File: config.mk
export PLATFORM = sky130hd
export DESIGN_NAME = fp32_divider_seq
export DESIGN_NICKNAME = d
export VERILOG_FILES = /design/src/rtl/fp32_pkg.sv /design/src/rtl/adder_nbit.sv /design/src/rtl/fp32_div_step.sv /design/src/rtl/fp32_divider_seq.sv
export SDC_FILE = /design/constraint.sdc
export NUM_CORES = 1
export LEC_CHECK = 0
export ABC_AREA = 1
export BUFFER_PORTS_ARGS = -buffer_cell sky130_fd_sc_hd__buf_2
export CAP_MARGIN = 10
export CORE_UTILIZATION = 40
export DETAILED_ROUTE_END_ITERATION = 16
export PLACE_DENSITY = 0.58
export SLEW_MARGIN = 0
export SYNTH_ARGS = -nofsm -noshare
export SYNTH_HDL_FRONTEND = slang
export SYNTH_SLANG_ARGS = --single-unit
export TNS_END_PERCENT = 5
File: constraint.sdc
create_clock -name clk -period 5.47 [get_ports clk]
set_clock_uncertainty 0.15 [all_clocks]
set_input_delay 0 -clock clk [delete_from_list [all_inputs] [get_ports clk]]
set_output_delay 0 -clock clk [all_outputs]
set_load 0.02 [all_outputs]
File: src/rtl/fp32_pkg.sv
// ============================================================================
// fp32_pkg : shared constants, FSM state type and operand classifiers for the
//            fp32 arithmetic library (divider and multiplier).
// Revision : 1.0  initial release
// ============================================================================
`default_nettype none

package fp32_pkg;

   localparam int         EXP_BIAS  = 127;
   localparam logic [7:0] EXP_MAX   = 8'hFF;
   localparam logic [22:0] QNAN_FRAC = 23'h400000;

   localparam int FLAG_INVALID = 3;
   localparam int FLAG_DIVZERO = 2;
   localparam int FLAG_OVERFLOW = 1;
   localparam int FLAG_UNDERFLOW = 0;

   typedef enum logic [1:0] {
      IDLE       = 2'd0,
      DIVIDE     = 2'd1,
      NORM_ROUND = 2'd2,
      DONE       = 2'd3
   } div_state_t;

   function automatic logic is_nan(input logic [31:0] x);
      return (x[30:23] == EXP_MAX) && (x[22:0] != 23'd0);
   endfunction

   function automatic logic is_inf(input logic [31:0] x);
      return (x[30:23] == EXP_MAX) && (x[22:0] == 23'd0);
   endfunction

   // Denormals are flushed, so a zero exponent alone means zero.
   function automatic logic is_zero(input logic [31:0] x);
      return x[30:23] == 8'd0;
   endfunction

endpackage

`default_nettype wire

File: src/rtl/adder_nbit.sv
// ============================================================================
// adder_nbit : WIDTH-bit adder with carry-in; IMPL_TYPE 0 = inferred adder,
//              otherwise an explicit ripple-carry chain.
// Revision   : 1.0  initial release
// ============================================================================
`default_nettype none

module adder_nbit #(
   parameter int WIDTH     = 8,
   parameter int IMPL_TYPE = 0
) (
   input  logic [WIDTH-1:0] a,
   input  logic [WIDTH-1:0] b,
   input  logic             cin,
   output logic [WIDTH-1:0] sum
);

   generate
      if (IMPL_TYPE == 0) begin : g_behav
         assign sum = a + b + WIDTH'(cin);
      end else begin : g_ripple
         logic [WIDTH-1:0] carry;
         assign carry[0] = cin;
         for (genvar gi = 0; gi < WIDTH; gi++) begin : g_bit
            assign sum[gi] = a[gi] ^ b[gi] ^ carry[gi];
            if (gi < WIDTH - 1) begin : g_carry
               assign carry[gi+1] = (a[gi] & b[gi]) | (carry[gi] & (a[gi] ^ b[gi]));
            end
         end
      end
   endgenerate

endmodule

`default_nettype wire

File: src/rtl/fp32_div_step.sv
// ============================================================================
// fp32_div_step : one combinational restoring-division step; produces the
//                 quotient bit and the shifted partial remainder.
// Revision      : 1.0  initial release
// ============================================================================
`default_nettype none

module fp32_div_step #(
   parameter int WIDTH     = 26,
   parameter int IMPL_TYPE = 0
) (
   input  logic [WIDTH-1:0] rem,
   input  logic [WIDTH-1:0] divisor,
   output logic [WIDTH-1:0] next_rem,
   output logic             q_bit
);

   logic [WIDTH:0] diff;

   // One extra bit so the sign of rem - divisor is the trial outcome.
   adder_nbit #(
      .WIDTH     (WIDTH + 1),
      .IMPL_TYPE (IMPL_TYPE)
   ) u_trial_sub (
      .a   ({1'b0, rem}),
      .b   (~{1'b0, divisor}),
      .cin (1'b1),
      .sum (diff)
   );

   assign q_bit    = ~diff[WIDTH];
   assign next_rem = (q_bit ? diff[WIDTH-1:0] : rem) << 1;

endmodule

`default_nettype wire

File: src/rtl/fp32_divider_seq.sv
// ============================================================================
// fp32_divider_seq : iterative IEEE-754 single-precision divider, one radix-2
//                    restoring step per clock, RNE rounding, flush-to-zero.
// Revision         : 1.0  initial release
// ============================================================================
`default_nettype none

module fp32_divider_seq
   import fp32_pkg::*;
#(
   parameter int IMPL_TYPE = 0
) (
   input  logic        clk,
   input  logic        rst_n,
   input  logic        in_valid,
   output logic        in_ready,
   input  logic [31:0] a,
   input  logic [31:0] b,
   output logic        out_valid,
   input  logic        out_ready,
   output logic [31:0] result,
   output logic [3:0]  flags
);

   localparam int REM_W = 26;

   div_state_t        state;
   logic [4:0]        cnt;
   logic              sign;
   logic signed [9:0] exp_r;
   logic [REM_W-1:0]  rem;
   logic [23:0]       div_m;
   logic [25:0]       q;
   logic              norm_phase;
   logic [22:0]       norm_frac;
   logic              norm_guard;
   logic              norm_sticky;
   logic signed [9:0] norm_exp;

   logic              in_sign;
   logic [9:0]        exp_sub;
   logic signed [9:0] exp_diff;
   logic [REM_W-1:0]  step_rem;
   logic              step_q;
   logic              special;
   logic [31:0]       spec_result;
   logic [3:0]        spec_flags;
   logic              rnd_inc;
   logic [23:0]       rnd;
   logic signed [9:0] fin_exp;
   logic [22:0]       fin_frac;

   assign in_sign = a[31] ^ b[31];

   adder_nbit #(
      .WIDTH     (10),
      .IMPL_TYPE (IMPL_TYPE)
   ) u_exp_sub (
      .a   ({2'b00, a[30:23]}),
      .b   (~{2'b00, b[30:23]}),
      .cin (1'b1),
      .sum (exp_sub)
   );

   assign exp_diff = $signed(exp_sub) + 10'sd127;

   fp32_div_step #(
      .WIDTH     (REM_W),
      .IMPL_TYPE (IMPL_TYPE)
   ) u_step (
      .rem      (rem),
      .divisor  ({2'b00, div_m}),
      .next_rem (step_rem),
      .q_bit    (step_q)
   );

   always_comb begin
      special     = 1'b1;
      spec_result = {in_sign, EXP_MAX, QNAN_FRAC};
      spec_flags  = 4'd0;
      if (is_nan(a) || is_nan(b)) begin
         spec_flags[FLAG_INVALID] = 1'b1;
      end else if ((is_zero(a) && is_zero(b)) || (is_inf(a) && is_inf(b))) begin
         spec_flags[FLAG_INVALID] = 1'b1;
      end else if (is_inf(a)) begin
         spec_result = {in_sign, EXP_MAX, 23'd0};
      end else if (is_zero(b)) begin
         spec_result = {in_sign, EXP_MAX, 23'd0};
         spec_flags[FLAG_DIVZERO] = 1'b1;
      end else if (is_zero(a) || is_inf(b)) begin
         spec_result = {in_sign, 31'd0};
      end else begin
         special = 1'b0;
      end
   end

   // Rounding works on the normalized fields registered one cycle earlier.
   assign rnd_inc  = norm_guard & (norm_sticky | norm_frac[0]);
   assign rnd      = {1'b0, norm_frac} + {23'd0, rnd_inc};
   assign fin_exp  = rnd[23] ? norm_exp + 10'sd1 : norm_exp;
   assign fin_frac = rnd[23] ? 23'd0 : rnd[22:0];

   always_ff @(posedge clk or negedge rst_n) begin
      if (!rst_n) begin
         state       <= IDLE;
         in_ready    <= 1'b1;
         out_valid   <= 1'b0;
         result      <= 32'd0;
         flags       <= 4'd0;
         cnt         <= 5'd0;
         sign        <= 1'b0;
         exp_r       <= 10'sd0;
         rem         <= '0;
         div_m       <= 24'd0;
         q           <= 26'd0;
         norm_phase  <= 1'b0;
         norm_frac   <= 23'd0;
         norm_guard  <= 1'b0;
         norm_sticky <= 1'b0;
         norm_exp    <= 10'sd0;
      end else begin
         case (state)
            IDLE: begin
               if (in_valid) begin
                  in_ready <= 1'b0;
                  sign     <= in_sign;
                  if (special) begin
                     result    <= spec_result;
                     flags     <= spec_flags;
                     out_valid <= 1'b1;
                     state     <= DONE;
                  end else begin
                     rem   <= {2'b01, a[22:0], 1'b0} >> 1;
                     div_m <= {1'b1, b[22:0]};
                     exp_r <= exp_diff;
                     q     <= 26'd0;
                     cnt   <= 5'd0;
                     state <= DIVIDE;
                  end
               end
            end
            DIVIDE: begin
               q   <= {q[24:0], step_q};
               rem <= step_rem;
               cnt <= cnt + 5'd1;
               if (cnt == 5'd25) begin
                  norm_phase <= 1'b0;
                  state      <= NORM_ROUND;
               end
            end
            NORM_ROUND: begin
               if (!norm_phase) begin
                  norm_phase <= 1'b1;
                  if (q[25]) begin
                     norm_frac   <= q[24:2];
                     norm_guard  <= q[1];
                     norm_sticky <= q[0] | (|rem);
                     norm_exp    <= exp_r;
                  end else begin
                     norm_frac   <= q[23:1];
                     norm_guard  <= q[0];
                     norm_sticky <= |rem;
                     norm_exp    <= exp_r - 10'sd1;
                  end
               end else begin
                  flags <= 4'd0;
                  if (fin_exp >= 10'sd255) begin
                     result <= {sign, EXP_MAX, 23'd0};
                     flags[FLAG_OVERFLOW] <= 1'b1;
                  end else if (fin_exp <= 10'sd0) begin
                     result <= {sign, 31'd0};
                     flags[FLAG_UNDERFLOW] <= 1'b1;
                  end else begin
                     result <= {sign, fin_exp[7:0], fin_frac};
                  end
                  out_valid <= 1'b1;
                  state     <= DONE;
               end
            end
            DONE: begin
               if (out_ready) begin
                  out_valid <= 1'b0;
                  in_ready  <= 1'b1;
                  state     <= IDLE;
               end
            end
            default: state <= IDLE;
         endcase
      end
   end

endmodule

`default_nettype wire

==> results.py <==
metrics = {
    "status": {
        "status": "finished, violations left",
        "violations": "negative hold slack",
    },
    "synth": {
        "synth.most_common_cell": "nand2_1",
        "ys_ff_latch": 168,
        "netlist_instances": 1536,
        "synth_area_leaders": "dfrtp_1 38%, nand2_1 14%, inv_1 6.0%",
        "syn_area_per_cell_um2": 7.14,
        "ys_top_cells_by_count": "414 x nand2_1, 176 x inv_1, 167 x dfrtp_1",
        "yosys.area.top_type": "dfrtp_1",
        "yosysUniqueCellTypes": 46,
        "async_reset_ff_share_pct": 100,
        "synth_area_um2": 11000,
        "synth_nets": 1655,
        "synth_top_area_share_pct": 38.1,
        "yosysWarnings": 0,
        "synth_top_flop_cell": "dfrtp_1",
        "synth_edf_count": 0,
        "seq_area_frac_synth_pct": 38.4,
    },
    "timing": {
        "max_slew_margin_pct": 32.8,
        "final_hold_viol_count": 1,
        "maxSlewViolCount": 0,
        "tns_ns": 0,
        "worstMarginPinSlew_ns": 1.00,
        "period_share_pct": 71.4,
        "holdWs_ns": -0.00688,
        "rsz0062_at_grt": "no",
        "report.final.setup_viol": 0,
        "setup_ws_ns": 1.56,
        "final.min_clock_period_ns": 3.91,
        "fmax_ghz": 0.256,
    },
    "pwr": {
        "cellPowerDensity_nw_per_um2": 473,
        "p_leak_nw": 6.38,
        "peakVddDrop_mv": 0.275,
    },
    "placement": {
        "hpwlAfterDp_mm": 21.0,
        "placed_area_um2": 11700,
        "post-place-ws_ns": 1.57,
        "gp_congestion": 0.895,
        "port_buffers": 105,
        "placed_cells": 1934,
    },
    "cells_and_area": {
        "n_antenna_cell": 0,
        "design_area_um2": 12900,
        "final_nets": 1791,
        "layout.cells.non_filler": 2026,
        "syn2layout_area_growth_pct": 17.6,
        "drive_gt1_share_pct": 10.6,
    },
    "die": {
        "die_w_um": 168,
        "core-area_um2": 27000,
        "die_area_um2": 28100,
        "ioPinCount": 106,
        "initial_core_util_pct": 40.7,
        "fp.dieH_um": 168,
        "num_rows": 60,
    },
    "critical_path": {
        "path_class": "flop to flop",
        "cp.arrival_ns": 4.13,
        "r2r_slack_ns": 1.56,
        "crit_path_start_kind": "flop",
        "r2r.worst_path.cells": 11,
        "cp.required_ns": 5.70,
        "r2r_start": "state[0]$_DFFE_PN0P_",
        "crit_end": "result[27]$_DFFE_PN0P_",
        "crit_start": "state[0]$_DFFE_PN0P_",
        "end_kind": "flop",
        "critPathMaxFanout": 55,
        "r2r_end": "result[27]$_DFFE_PN0P_",
    },
    "clock_network": {
        "cts_root_buf": "clkbuf_16",
        "cts_resized": 0,
        "path_clk_slew_ns": 0.07,
        "cts_sinks": 168,
        "cts-buffers-inserted": 17,
        "postCtsSetupBuffers": 0,
        "cts_tree": "built",
        "cts_buffer_depth": 2,
        "htree_num_levels": 4,
        "clk-insertion-delay-late_ns": 0.44,
    },
    "global_routing": {
        "grt_pass1_vias": 10100,
        "antenna_found_initial": 0,
        "grt_overflow_total": 0,
        "grt_use_total_pct": 21.9,
        "grt_start_max_net_pins": 108,
        "grt_pass1_wl_mm": 50.1,
    },
    "route": {
        "drt-total-wl_mm": 29.1,
        "ant_nets": 0,
        "drc": 0,
        "wl_per_cell_um": 14.4,
        "first_pass_iters": 5,
        "vias": 10200,
        "drt_iter0_drc": 560,
        "viasPerCell": 5.04,
    },
    "worst_hold_path": {
        "hp-class": "primary input to flop",
    },
    "flow_run": {
        "maxCapViolCount": 0,
    },
}
[metrics by stage]
stage	utilization (%)	power (mW)	hold slack, ns
2_1_floorplan	-	4.08	-0.446
3_3_place_gp	43.4	4.80	0.0546
3_5_place_dp	43.4	4.81	0.0551
4_1_cts	47.9	6.12	0.000397
5_1_grt	47.9	6.67	0.0343
6_report	47.9	6.10	-0.00688
[critical path, stage by stage (launching register included)]
cell and delay, ns:
dfrtp_1 0.40, inv_1 0.08, ha_1 0.27, inv_2 0.15, nor2_1 0.08, inv_2 0.51
nand2_1 0.19, nor2_1 0.45, nand2_2 0.70, nor2_1 0.66, a21oi_1 0.09, nand2_1 0.10
[repair_timing]
action,in CTS,in global routing
hold endpoints to repair,162,0
hold buffers,60,0
endpoints found under the setup margin,0,0
[layer usage]
layer / track usage [%] / vias to the layer above / part of all wire [%]
li1: - / 5282 / -
met1: 29.0 / 4707 / 48
met2: 37.2 / 186 / 47
met3: 3.05 / 39 / 3.2
met4: 6.50 / 0 / 1.7
met5: 0 / - / 0
[where the power goes]
group          internal (mW)  switching [mW]
Sequential              1.52           0.211
Clock                  0.703           0.542
Combinational           1.06            2.06
[kinds of logic (layout without fill, tap and decap cells)]
kind of cell | count (synthesis) | in the layout | synth area share, %
compound gates | 252 | 252 | 12.4
buf+inv | 239 | 388 | 8.92
xor+xnor | 45 | 45 | 3.59
fa+ha+maj | 51 | 51 | 5.96
flops | 168 | 168 | 38.4
simple gates | 781 | 781 | 30.7
[worst min-delay path by stage]
stage | cells past startpoint | start | endpoint | slack, ns
6_report | 6 | b[24] | exp_r[1]$_DFFE_PN0P_ | -0.007
5_1_grt | 6 | b[24] | exp_r[1]$_DFFE_PN0P_ | 0.03
4_1_cts | 6 | b[24] | exp_r[1]$_DFFE_PN0P_ | 0.0004
3_5_place_dp | 1 | rst_n | result[9]$_DFFE_PN0P_ | 0.06
3_3_place_gp | 1 | rst_n | result[7]$_DFFE_PN0P_ | 0.05
2_1_floorplan | 0 | rst_n | cnt[0]$_DFFE_PN0P_ | -0.45
[cells in the final DEF, fill, tap and decap left out, types with 3 or more instances in the layout]
master           n
nand2_1        413
inv_1          175
dfrtp_1        167
nor2_1         138
nand3_1        118
o21ai_0        110
buf_2          104
a21oi_1         84
dlygate4sd3_1   60
ha_1            49
nand4_1         34
nor3_1          33
o22ai_1         27
xor2_1          25
xnor2_1         20
clkbuf_16       17
nand2_2         10
nand3b_1         9
nor4_1           8
buf_4            8
a21o_1           7
clkinvlp_4       6
or2_2            5
o21ai_2          5
o21ai_1          5
clkinv_1         4
nor2_4           3
nand2_4          3
inv_2            3
a211oi_1         3
[state kept, by name, summed over array words and instances (netlist names), 2 cells and up]
name / cells
state: 2
exp_r: 10
result: 32
flags: 4
rem: 26
norm_exp: 10
q: 26
cnt: 5
norm_frac: 23
div_m: 24
[area by class of cell]
| cell class | count | area [µm²] |
|---|---|---|
| Sequential cell | 168 | 4210 |
| Inverter | 183 | 689 |
| Clock buffer | 20 | 457 |
| Multi-Input combinational cell | 1129 | 5780 |
| Fill cell | 2743 | 14100 |
| Tap cell | 341 | 427 |
| Timing Repair Buffer | 173 | 1190 |
| Clock inverter | 12 | 143 |
No activity file was read; power rests on OpenSTA's default activity.
